==> config.mk <==
export PLATFORM = sky130hd
export DESIGN_NAME = multicycle_controller
export DESIGN_NICKNAME = d
export VERILOG_FILES = /design/src/rtl/multicycle_controller.sv
export SDC_FILE = /design/constraint.sdc
export NUM_CORES = 1
export LEC_CHECK = 0
export CAP_MARGIN = 10
export CELL_PAD_IN_SITES_DETAIL_PLACEMENT = 0
export CELL_PAD_IN_SITES_GLOBAL_PLACEMENT = 1
export CORE_MARGIN = 2
export CORE_UTILIZATION = 25
export DETAILED_ROUTE_END_ITERATION = 10
export GPL_ROUTABILITY_DRIVEN = 0
export GPL_TIMING_DRIVEN = 1
export PLACE_DENSITY_LB_ADDON = 0.1
export SYNTH_ARGS = -nofsm -noshare
export SYNTH_HDL_FRONTEND = slang
export SYNTH_SLANG_ARGS = --single-unit
==> constraint.sdc <==
create_clock -name clk -period 2.5 [get_ports clk]
set_input_delay 0.5 -clock clk [delete_from_list [all_inputs] [get_ports clk]]
set_output_delay 0.5 -clock clk [all_outputs]
set_load 0.01 [all_outputs]
==> src/rtl/multicycle_controller.sv <==
// multicycle_controller: multi-cycle RV32I control FSM sequencing fetch/decode/execute/memory/writeback
// over a shared ALU and unified memory, with memory wait states, optional MDU stall, trap and retire count.
module multicycle_controller #(
    parameter bit MEM_WAIT = 1'b1,
    parameter bit ENABLE_M = 1'b0,
    parameter int CNT_W    = 32
) (
    input  logic             clk,
    input  logic             rst_n,
    input  logic [6:0]       op,
    input  logic [2:0]       funct3,
    input  logic [6:0]       funct7,
    input  logic             zero,
    input  logic             alu_lsb,
    input  logic             mem_ready,
    input  logic             mdu_done,
    output logic             pc_write,
    output logic             ir_write,
    output logic             adr_src,
    output logic             mem_req,
    output logic             mem_write,
    output logic             reg_write,
    output logic [1:0]       result_src,
    output logic [1:0]       alu_src_a,
    output logic [1:0]       alu_src_b,
    output logic [3:0]       alu_control,
    output logic [2:0]       imm_src,
    output logic             mdu_start,
    output logic             illegal_instr,
    output logic [CNT_W-1:0] instret
);
    typedef enum logic [4:0] {
        S_START, S_FETCH, S_DECODE, S_MEMADR, S_MEMREAD, S_MEMWB, S_MEMWRITE,
        S_EXEC_R, S_EXEC_I, S_ALUWB, S_BRANCH, S_JAL, S_JALR_ADR, S_JALR_PC,
        S_UPPER, S_EXEC_M, S_MDU_WAIT, S_TRAP
    } state_t;
    state_t           r_state, w_next;
    logic             r_illegal, r_from_mdu;
    logic [CNT_W-1:0] r_instret;
    logic             w_ready, w_mop, w_f7_std, w_shift, w_taken;
    logic [3:0]       w_alu_fn, w_br_alu;
    logic [2:0]       w_imm;
    assign w_ready  = MEM_WAIT ? mem_ready : 1'b1;
    assign w_mop    = ENABLE_M && funct7 == 7'b0000001;
    assign w_f7_std = funct7 == 7'b0000000 || funct7 == 7'b0100000;
    assign w_shift  = funct3 == 3'b001 || funct3 == 3'b101;
    assign w_br_alu = !funct3[2] ? 4'b0001 : funct3[1] ? 4'b0110 : 4'b0101;
    assign w_taken  = funct3[2:1] == 2'b00 ? zero ^ funct3[0] :
                      funct3[2]            ? alu_lsb ^ funct3[0] : 1'b0;
    assign w_imm    = op == 7'b0100011 ? 3'b001 :
                      op == 7'b1100011 ? 3'b010 :
                      (op == 7'b0110111 || op == 7'b0010111) ? 3'b011 :
                      op == 7'b1101111 ? 3'b100 : 3'b000;
    assign illegal_instr = r_illegal;
    assign instret       = r_instret;
    always_comb begin
        w_alu_fn = 4'b0000;
        case (funct3)
            3'b000:  w_alu_fn = (r_state == S_EXEC_R && funct7[5]) ? 4'b0001 : 4'b0000;
            3'b001:  w_alu_fn = 4'b0111;
            3'b010:  w_alu_fn = 4'b0101;
            3'b011:  w_alu_fn = 4'b0110;
            3'b100:  w_alu_fn = 4'b0100;
            3'b101:  w_alu_fn = funct7[5] ? 4'b1001 : 4'b1000;
            3'b110:  w_alu_fn = 4'b0011;
            default: w_alu_fn = 4'b0010;
        endcase
    end
    always_comb begin
        w_next = r_state;
        case (r_state)
            S_START:    w_next = S_FETCH;
            S_FETCH:    w_next = w_ready ? S_DECODE : S_FETCH;
            S_DECODE:
                case (op)
                    7'b0000011, 7'b0100011: w_next = S_MEMADR;
                    7'b0110011:             w_next = w_mop ? S_EXEC_M : S_EXEC_R;
                    7'b0010011:             w_next = S_EXEC_I;
                    7'b1100011:             w_next = S_BRANCH;
                    7'b1101111:             w_next = S_JAL;
                    7'b1100111:             w_next = S_JALR_ADR;
                    7'b0110111, 7'b0010111: w_next = S_UPPER;
                    default:                w_next = S_TRAP;
                endcase
            S_MEMADR:   w_next = op[5] ? S_MEMWRITE : S_MEMREAD;
            S_MEMREAD:  w_next = w_ready ? S_MEMWB : S_MEMREAD;
            S_MEMWB:    w_next = S_FETCH;
            S_MEMWRITE: w_next = w_ready ? S_FETCH : S_MEMWRITE;
            S_EXEC_R:   w_next = w_f7_std ? S_ALUWB : S_TRAP;
            S_EXEC_I:   w_next = (w_shift && !w_f7_std) ? S_TRAP : S_ALUWB;
            S_ALUWB:    w_next = S_FETCH;
            S_BRANCH:   w_next = funct3[2:1] == 2'b01 ? S_TRAP : S_FETCH;
            S_JAL:      w_next = S_ALUWB;
            S_JALR_ADR: w_next = S_JALR_PC;
            S_JALR_PC:  w_next = S_ALUWB;
            S_UPPER:    w_next = S_ALUWB;
            S_EXEC_M:   w_next = S_MDU_WAIT;
            S_MDU_WAIT: w_next = mdu_done ? S_ALUWB : S_MDU_WAIT;
            S_TRAP:     w_next = S_TRAP;
            default:    w_next = S_START;
        endcase
    end
    // imm_src tracks the instruction whenever operand B selects the immediate
    always_comb begin
        pc_write    = 1'b0;
        ir_write    = 1'b0;
        adr_src     = 1'b0;
        mem_req     = 1'b0;
        mem_write   = 1'b0;
        reg_write   = 1'b0;
        result_src  = 2'b00;
        alu_src_a   = 2'b00;
        alu_src_b   = 2'b00;
        alu_control = 4'b0000;
        imm_src     = 3'b000;
        mdu_start   = 1'b0;
        case (r_state)
            S_FETCH:    {mem_req, alu_src_b, result_src, ir_write, pc_write} = {1'b1, 2'b10, 2'b10, w_ready, w_ready};
            S_DECODE:   {alu_src_a, alu_src_b, imm_src} = {2'b01, 2'b01, w_imm};
            S_MEMADR:   {alu_src_a, alu_src_b, imm_src} = {2'b10, 2'b01, w_imm};
            S_MEMREAD:  {mem_req, adr_src} = 2'b11;
            S_MEMWB:    {result_src, reg_write} = {2'b01, 1'b1};
            S_MEMWRITE: {mem_req, mem_write, adr_src} = 3'b111;
            S_EXEC_R:   {alu_src_a, alu_control} = {2'b10, w_alu_fn};
            S_EXEC_I:   {alu_src_a, alu_src_b, alu_control, imm_src} = {2'b10, 2'b01, w_alu_fn, w_imm};
            S_ALUWB:    {result_src, reg_write} = {r_from_mdu ? 2'b11 : 2'b00, 1'b1};
            S_BRANCH:   {alu_src_a, alu_control, pc_write} = {2'b10, w_br_alu, w_taken};
            S_JAL:      {alu_src_a, alu_src_b, pc_write} = {2'b01, 2'b10, 1'b1};
            S_JALR_ADR: {alu_src_a, alu_src_b, imm_src} = {2'b10, 2'b01, w_imm};
            S_JALR_PC:  {alu_src_a, alu_src_b, pc_write} = {2'b01, 2'b10, 1'b1};
            S_UPPER:    {alu_src_a, alu_src_b, imm_src} = {op[5] ? 2'b11 : 2'b01, 2'b01, w_imm};
            S_EXEC_M:   mdu_start = 1'b1;
            default:    mdu_start = 1'b0;
        endcase
    end
    always_ff @(posedge clk or negedge rst_n) begin
        if (!rst_n) begin
            r_state    <= S_START;
            r_illegal  <= 1'b0;
            r_from_mdu <= 1'b0;
            r_instret  <= '0;
        end else begin
            r_state    <= w_next;
            r_from_mdu <= r_state == S_MDU_WAIT;
            if (w_next == S_TRAP)
                r_illegal <= 1'b1;
            if (w_next == S_FETCH && r_state != S_FETCH && r_state != S_START)
                r_instret <= r_instret + CNT_W'(1);
        end
    end
endmodule

==> impl_metrics.yaml, run 1 <==
run_status:
  status: "finished with violations"
  violations: "setup timing"
placement:
  dp_cells: 555
  io_buffers: 75
  placed_cell_area_mm2: 0.003874
  hpwlAfterDp_mm: 6.287
drt:
  wl_mm: 8.675
  vias: 2739
  routedWlPerCell_um: 15.01
  drc: 0
  drtIter0Drc: 83
  routed_via_density: 4.739
  ant_nets: 0
  drtPass1Iterations: 4
global_route:
  antenna_found_initial: 0
  grt.total_usage_pct: 14.94
  grt-ovfl-total: 0
  grt_pass1_wl_mm: 13.91
  grt_pass1_vias: 2705
  grt_max_degree: 22
worst_setup_path:
  cp-start-kind: "register"
  cp.required_ns: 2.00
  cp_cell_sequence: "or4b_4 > a21o_4 > o31ai_2 > nand2_1 > o31ai_2 > buf_2"
  critPathCaptureType: "output port"
  crit_fanout: 8
  crit_type: "reg -> out"
  cp_common_cell: "o31ai_2"
  crit_buf_inv: 1
  crit_family: "simple AND/OR/NAND/NOR gates"
  worst_path_max_delay_cell: "or4b_4"
  cp_data_arrival_time_ns: 2.03
  max_stage_delay_ns: 0.55
clock_tree:
  numCtsBuffers: 5
  clockBufferDepth: 2
  cts_tree: "yes"
  htree_levels: 2
  cts_sinks: 39
  clockRootBuffer: "clkbuf_8"
  path_clk_slew_ns: 0.08
  insertion_delay_ns: 0.28
synthesis:
  ys_ff_latch: 39
  yosysWarnings: 0
  synth_edf_count: 0
  synth_area_mm2: 0.002714
  synth_top_area_cell: "dfrtp_1"
  avgSynthCellArea_um2: 8.783
  synth.top_cell.area_share_pct: 35.96
  syn_nets: 333
  synthCells: 309
  synth_top_cells_by_area: "dfrtp_1, xnor2_1, nand4_1"
  yosys.cell_types.count: 61
  yosysMostFrequentCell: "dfrtp_1"
  synth_flop_cell: "dfrtp_1"
  synth_common_cells: "dfrtp_1, nor2_1, nand2_1, xnor2_1, a21oi_1"
  ys_seq_area_share_pct: 35.96
  synthArstFlopShare_pct: 100.0
sta:
  setup_tns_ns: -0.02881
  clock.fmax_ghz: 0.3954
  final_max_slew_viol_count: 0
  hold_violations: 0
  relSlewSlack_pct: 54.93
  period_needed_ns: 2.529
  hold-worst-slack_ns: 0.06611
  timing.final.ws_setup_ns: -0.02881
  worst_pin_slew_ns: 0.6698
  grt_setup_unrepaired: "yes"
  fin_worst_skew_ns: 0.009234
  setup_violations: 1
  fin_crit_sh_pct: 101.2
die:
  fp-row-count: 38
  start_util_pct: 25.37
  die_area_mm2: 0.01171
  core_mm2: 0.01070
  dieWidth_um: 108.2
  ioPinCount: 76
  die_y_um: 108.2
power:
  peakVddDrop_v: 0.0003018
  p_int_w: 0.002242
  power.leakage_nw: 1.942
  power_frac_comb_pct: 67.1
  switching_share_pct: 41.00
  pwr-share-seq_pct: 21.4
  powerDensity_mw_per_mm2: 873.4
  p_clk_share_pct: 11.5
  switchingPower_w: 0.001558
layout:
  design_area_mm2: 0.004352
  finalNonFillerCells: 578
  drive_above_1_share_pct: 31.74
  synthToLayoutAreaGrowth_pct: 60.35
  final_util_pct: 40.68
  nets: 462
  diodes: 0
hold_path:
  hold_path_class: "in -> async"
run:
  max_cap_viol_count: 0
power groups by stage:
stage	registers (W)	logic, W	clock network, W
after floorplan	0.000803	0.00112	0
after global placement	0.000804	0.00189	0
after detailed placement	0.000801	0.00188	0
after CTS	0.000803	0.00234	0.000452
after global routing	0.000824	0.00274	0.000485
final	0.000813	0.00255	0.000437
through the flow:
step                setup WS [ns]  power [W]
finish                   -0.02881   0.003801
global route              -0.1161   0.004051
CTS                      -0.03026   0.003590
detailed placement        -0.6399   0.002685
global placement          -0.5710   0.002691
floorplan                 0.01929   0.001920
layout make-up:
| class | instances | area [um^2] |
|---|---|---|
| clock inverter | 1 | 5.005 |
| sequential | 39 | 978.4 |
| fill | 1108 | 6346 |
| tap | 140 | 175.2 |
| inverter | 12 | 45.04 |
| timing repair buffer | 142 | 1285 |
| clock buffer | 6 | 82.58 |
| multi-input combinational | 238 | 1780 |
cells by family (layout without fill, tap and decap cells):
kind of cell | after synthesis | in the layout | share of synthesized area [%]
buf+inv | 32 | 161 | 8.114
compound gates | 57 | 57 | 14.15
flops | 39 | 39 | 35.96
simple gates | 147 | 147 | 30.66
xor+xnor | 33 | 33 | 10.65
fa+ha+maj | 1 | 1 | 0.4610
routing by layer:
| metal | part of all wire, % | track usage, % | up-vias |
|---|---|---|---|
| met5 | 0 | 0 | - |
| met4 | 0.38 | 2.198 | 0 |
| met3 | 4.7 | 2.773 | 2 |
| met2 | 47 | 23.90 | 52 |
| met1 | 48 | 21.44 | 1325 |
| li1 | - | - | 1360 |
path summary, 6_finish.rpt:
check,startpoint,endpoint,cells past startpoint,slack (ns)
max,r_state[0],alu_control[2],6,-0.03
min,rst_n,instret[31],1,0.07
max reg2reg,r_state[0],instret[14],10,0.02
min reg2reg,instret[31],instret[31],1,0.48
max in group asynchronous,rst_n,instret[24],2,1.91
min in group clk,instret[31],instret[31],1,0.48
cell usage in the layout, fill, tap and decap left out, types with 3 or more instances in the layout:
cell	Yosys	routed
buf_4	1	56
clkdlybuf4s50_1	0	45
dfrtp_1	39	37
xnor2_1	24	24
nand2_1	24	22
dlygate4sd2_1	0	21
nor2_1	25	19
nand4_1	17	17
a21oi_1	18	16
nand3_1	16	15
inv_1	11	10
nor3_1	15	10
xor2_1	9	9
buf_6	7	8
nor2_2	2	7
o21ai_0	10	7
and2_1	6	6
clkbuf_8	4	6
buf_2	3	6
and3_1	5	5
nor2b_1	7	5
nor3_4	0	5
nor4_4	1	4
nand2_2	1	3
nor3_2	3	3
o21ai_1	1	3
buf_12	0	3
timing repair:
| action | CTS | global route |
|---|---|---|
| endpoints found under the setup margin | 48 | 37 |
| gates cloned | 2 | 2 |
| hold buffers | 0 | 0 |
| gates resized for setup | 98 | 23 |
| buffers inserted | 7 | 5 |
| pin swaps | 23 | 4 |
registers in the layout (all words and copies together) (netlist names):
signal / flops
r_from_mdu: 1
illegal_instr: 1
instret: 32
r_state: 5
No activity file was read; power rests on OpenSTA's default activity.
==> run 2: changes to the inputs <==
CELL_PAD_IN_SITES_DETAIL_PLACEMENT = unset   (was 0)
CELL_PAD_IN_SITES_GLOBAL_PLACEMENT = unset   (was 1)
PLACE_DENSITY_LB_ADDON = unset   (was 0.1)
==> impl_metrics.yaml, run 2 (same netlist as run 1, synthesis figures left out) <==
run_status:
  status: "finished with violations"
  violations: "setup timing"
sta:
  worst_pin_slew_ns: 0.8930
  timing.final.ws_setup_ns: -0.05392
  fin_worst_skew_ns: 0.006570
  grt_setup_unrepaired: "yes"
  fin_crit_sh_pct: 102.2
  hold_violations: 0
  relSlewSlack_pct: 40.46
  setup_tns_ns: -0.1317
  setup_violations: 7
  final_max_slew_viol_count: 0
  period_needed_ns: 2.554
  clock.fmax_ghz: 0.3916
  hold-worst-slack_ns: 0.3277
worst_setup_path:
  max_stage_delay_ns: 0.53
  cp.required_ns: 2.00
  crit_family: "compound AO/OA/AOI/OAI gates"
  r2r_end: "instret[30]"
  worst_path_max_delay_cell: "or4b_4"
  reg2reg_slack_ns: -0.04
  crit_buf_inv: 2
  critPathCaptureType: "output port"
  r2r_start: "r_state[2]"
  r2r_cells: 9
  crit_type: "reg -> out"
  crit_fanout: 6
  cp_cell_sequence: "or4b_4 > a21o_4 > buf_6 > o32ai_4 > a21o_1 > buf_2"
  cp_data_arrival_time_ns: 2.05
  cp-start-kind: "register"
clock_tree:
  numCtsBuffers: 5
  clockBufferDepth: 2
  insertion_delay_ns: 0.29
  htree_levels: 2
  cts_sinks: 39
  cts_tree: "yes"
  path_clk_slew_ns: 0.07
  clockRootBuffer: "clkbuf_8"
die:
  die_area_mm2: 0.01171
  start_util_pct: 25.37
  core_mm2: 0.01070
  die_y_um: 108.2
  ioPinCount: 76
  dieWidth_um: 108.2
  fp-row-count: 38
placement:
  hpwlAfterDp_mm: 5.637
  placed_cell_area_mm2: 0.003806
  place_ws_ns: -0.6495
  io_buffers: 75
power:
  power.leakage_nw: 1.948
  design_power_total_w: 0.003719
  powerDensity_mw_per_mm2: 867.4
  peakVddDrop_v: 0.0003655
layout:
  synthToLayoutAreaGrowth_pct: 58.00
  drive_above_1_share_pct: 29.17
  diodes: 0
  register_area_um2: 977.2
  n_fill_cell: 1064
  layout_commonest_cell: "buf_4"
  nets: 457
  design_area_mm2: 0.004288
  largest_reg_flops: 32
  layout_common_cells: "buf_4, clkdlybuf4s50_1, dfrtp_1, xnor2_1, nand2_1"
  multi_input_area_mm2: 0.001770
drt:
  wl_mm: 8.210
  drtIter0Drc: 88
  drc: 0
  routedWlPerCell_um: 14.35
  vias: 2803
  drtPass1Iterations: 4
  routed_via_density: 4.900
  ant_nets: 0
global_route:
  antenna_found_initial: 0
  grt.total_usage_pct: 13.32
  grt_max_degree: 40
  grt-ovfl-total: 0
  grt_pass1_vias: 2635
  grt_pass1_wl_mm: 12.59
run:
  max_cap_viol_count: 0
hold_path:
  hold_path_class: "in -> async"
==> run 2: cell count changes in the layout (fill, tap and decap cells not counted), moves of 2 or more <==
cell            delta
buf_4              -8
nor2_4             +2
o31ai_2            -2
nor2_2             -3
o31ai_1            +2
dlymetal6s2s_1     +3
clkbuf_2           +4
buf_6              +3
dlygate4sd2_1      -2
buf_2              -2
buf_12             -2
==> run 2: layout make-up <==
| cell class | instances | area share [%] |
|---|---|---|
| Tap cell | 140 | 4.085 |
| Inverter | 12 | 1.050 |
| Clock buffer | 6 | 1.692 |
| Sequential cell | 39 | 22.79 |
| Timing Repair Buffer | 137 | 29.09 |
| Multi-Input combinational cell | 238 | 41.29 |
==> run 2: timing repair <==
action,CTS,global route
buffers inserted,12,5
gates cloned,1,2
gates resized for setup,67,46
hold buffers,0,0
endpoints found under the setup margin,49,41
pin swaps,12,20
==> run 2: per-layer routing <==
layer,GRT usage (%),vias to the layer above,wire length [um]
met4,2.564,0,54
met5,0,-,0
li1,-,1351,-
met1,17.66,1388,3681
met2,22.28,56,4124
met3,3.134,8,350
==> run 2: power by group <==
| part | internal, W | total [W] | switching [W] |
|---|---|---|---|
| clock network | 0.000186 | 0.000400 | 0.000214 |
| logic | 0.00128 | 0.00250 | 0.00122 |
| registers | 0.000713 | 0.000820 | 0.000107 |
| total | 0.00218 | 0.00372 | 0.00154 |
==> run 2: worst max path at each step <==
stage	to	start	slack, ns	cells after the start
6_report	alu_control[0]	r_state[1]	-0.05	6
2_1_floorplan	instret[13]	op[6]	0.02	9
5_1_grt	instret[22]	r_state[1]	-0.15	9
3_3_place_gp	instret[16]	op[6]	-0.55	9
4_1_cts	instret[13]	funct7[3]	-0.06	9
3_5_place_dp	instret[15]	op[6]	-0.65	8
==> run 2: per-stage QoR <==
| stage | util [%] | std cells |
|---|---|---|
| 6_report | 40.08 | 572 |
| 5_1_grt | 40.08 | 572 |
| 4_1_cts | 38.20 | 565 |
| 3_5_place_dp | 35.58 | 546 |
| 3_3_place_gp | 35.58 | 546 |
| 2_1_floorplan | - | 309 |
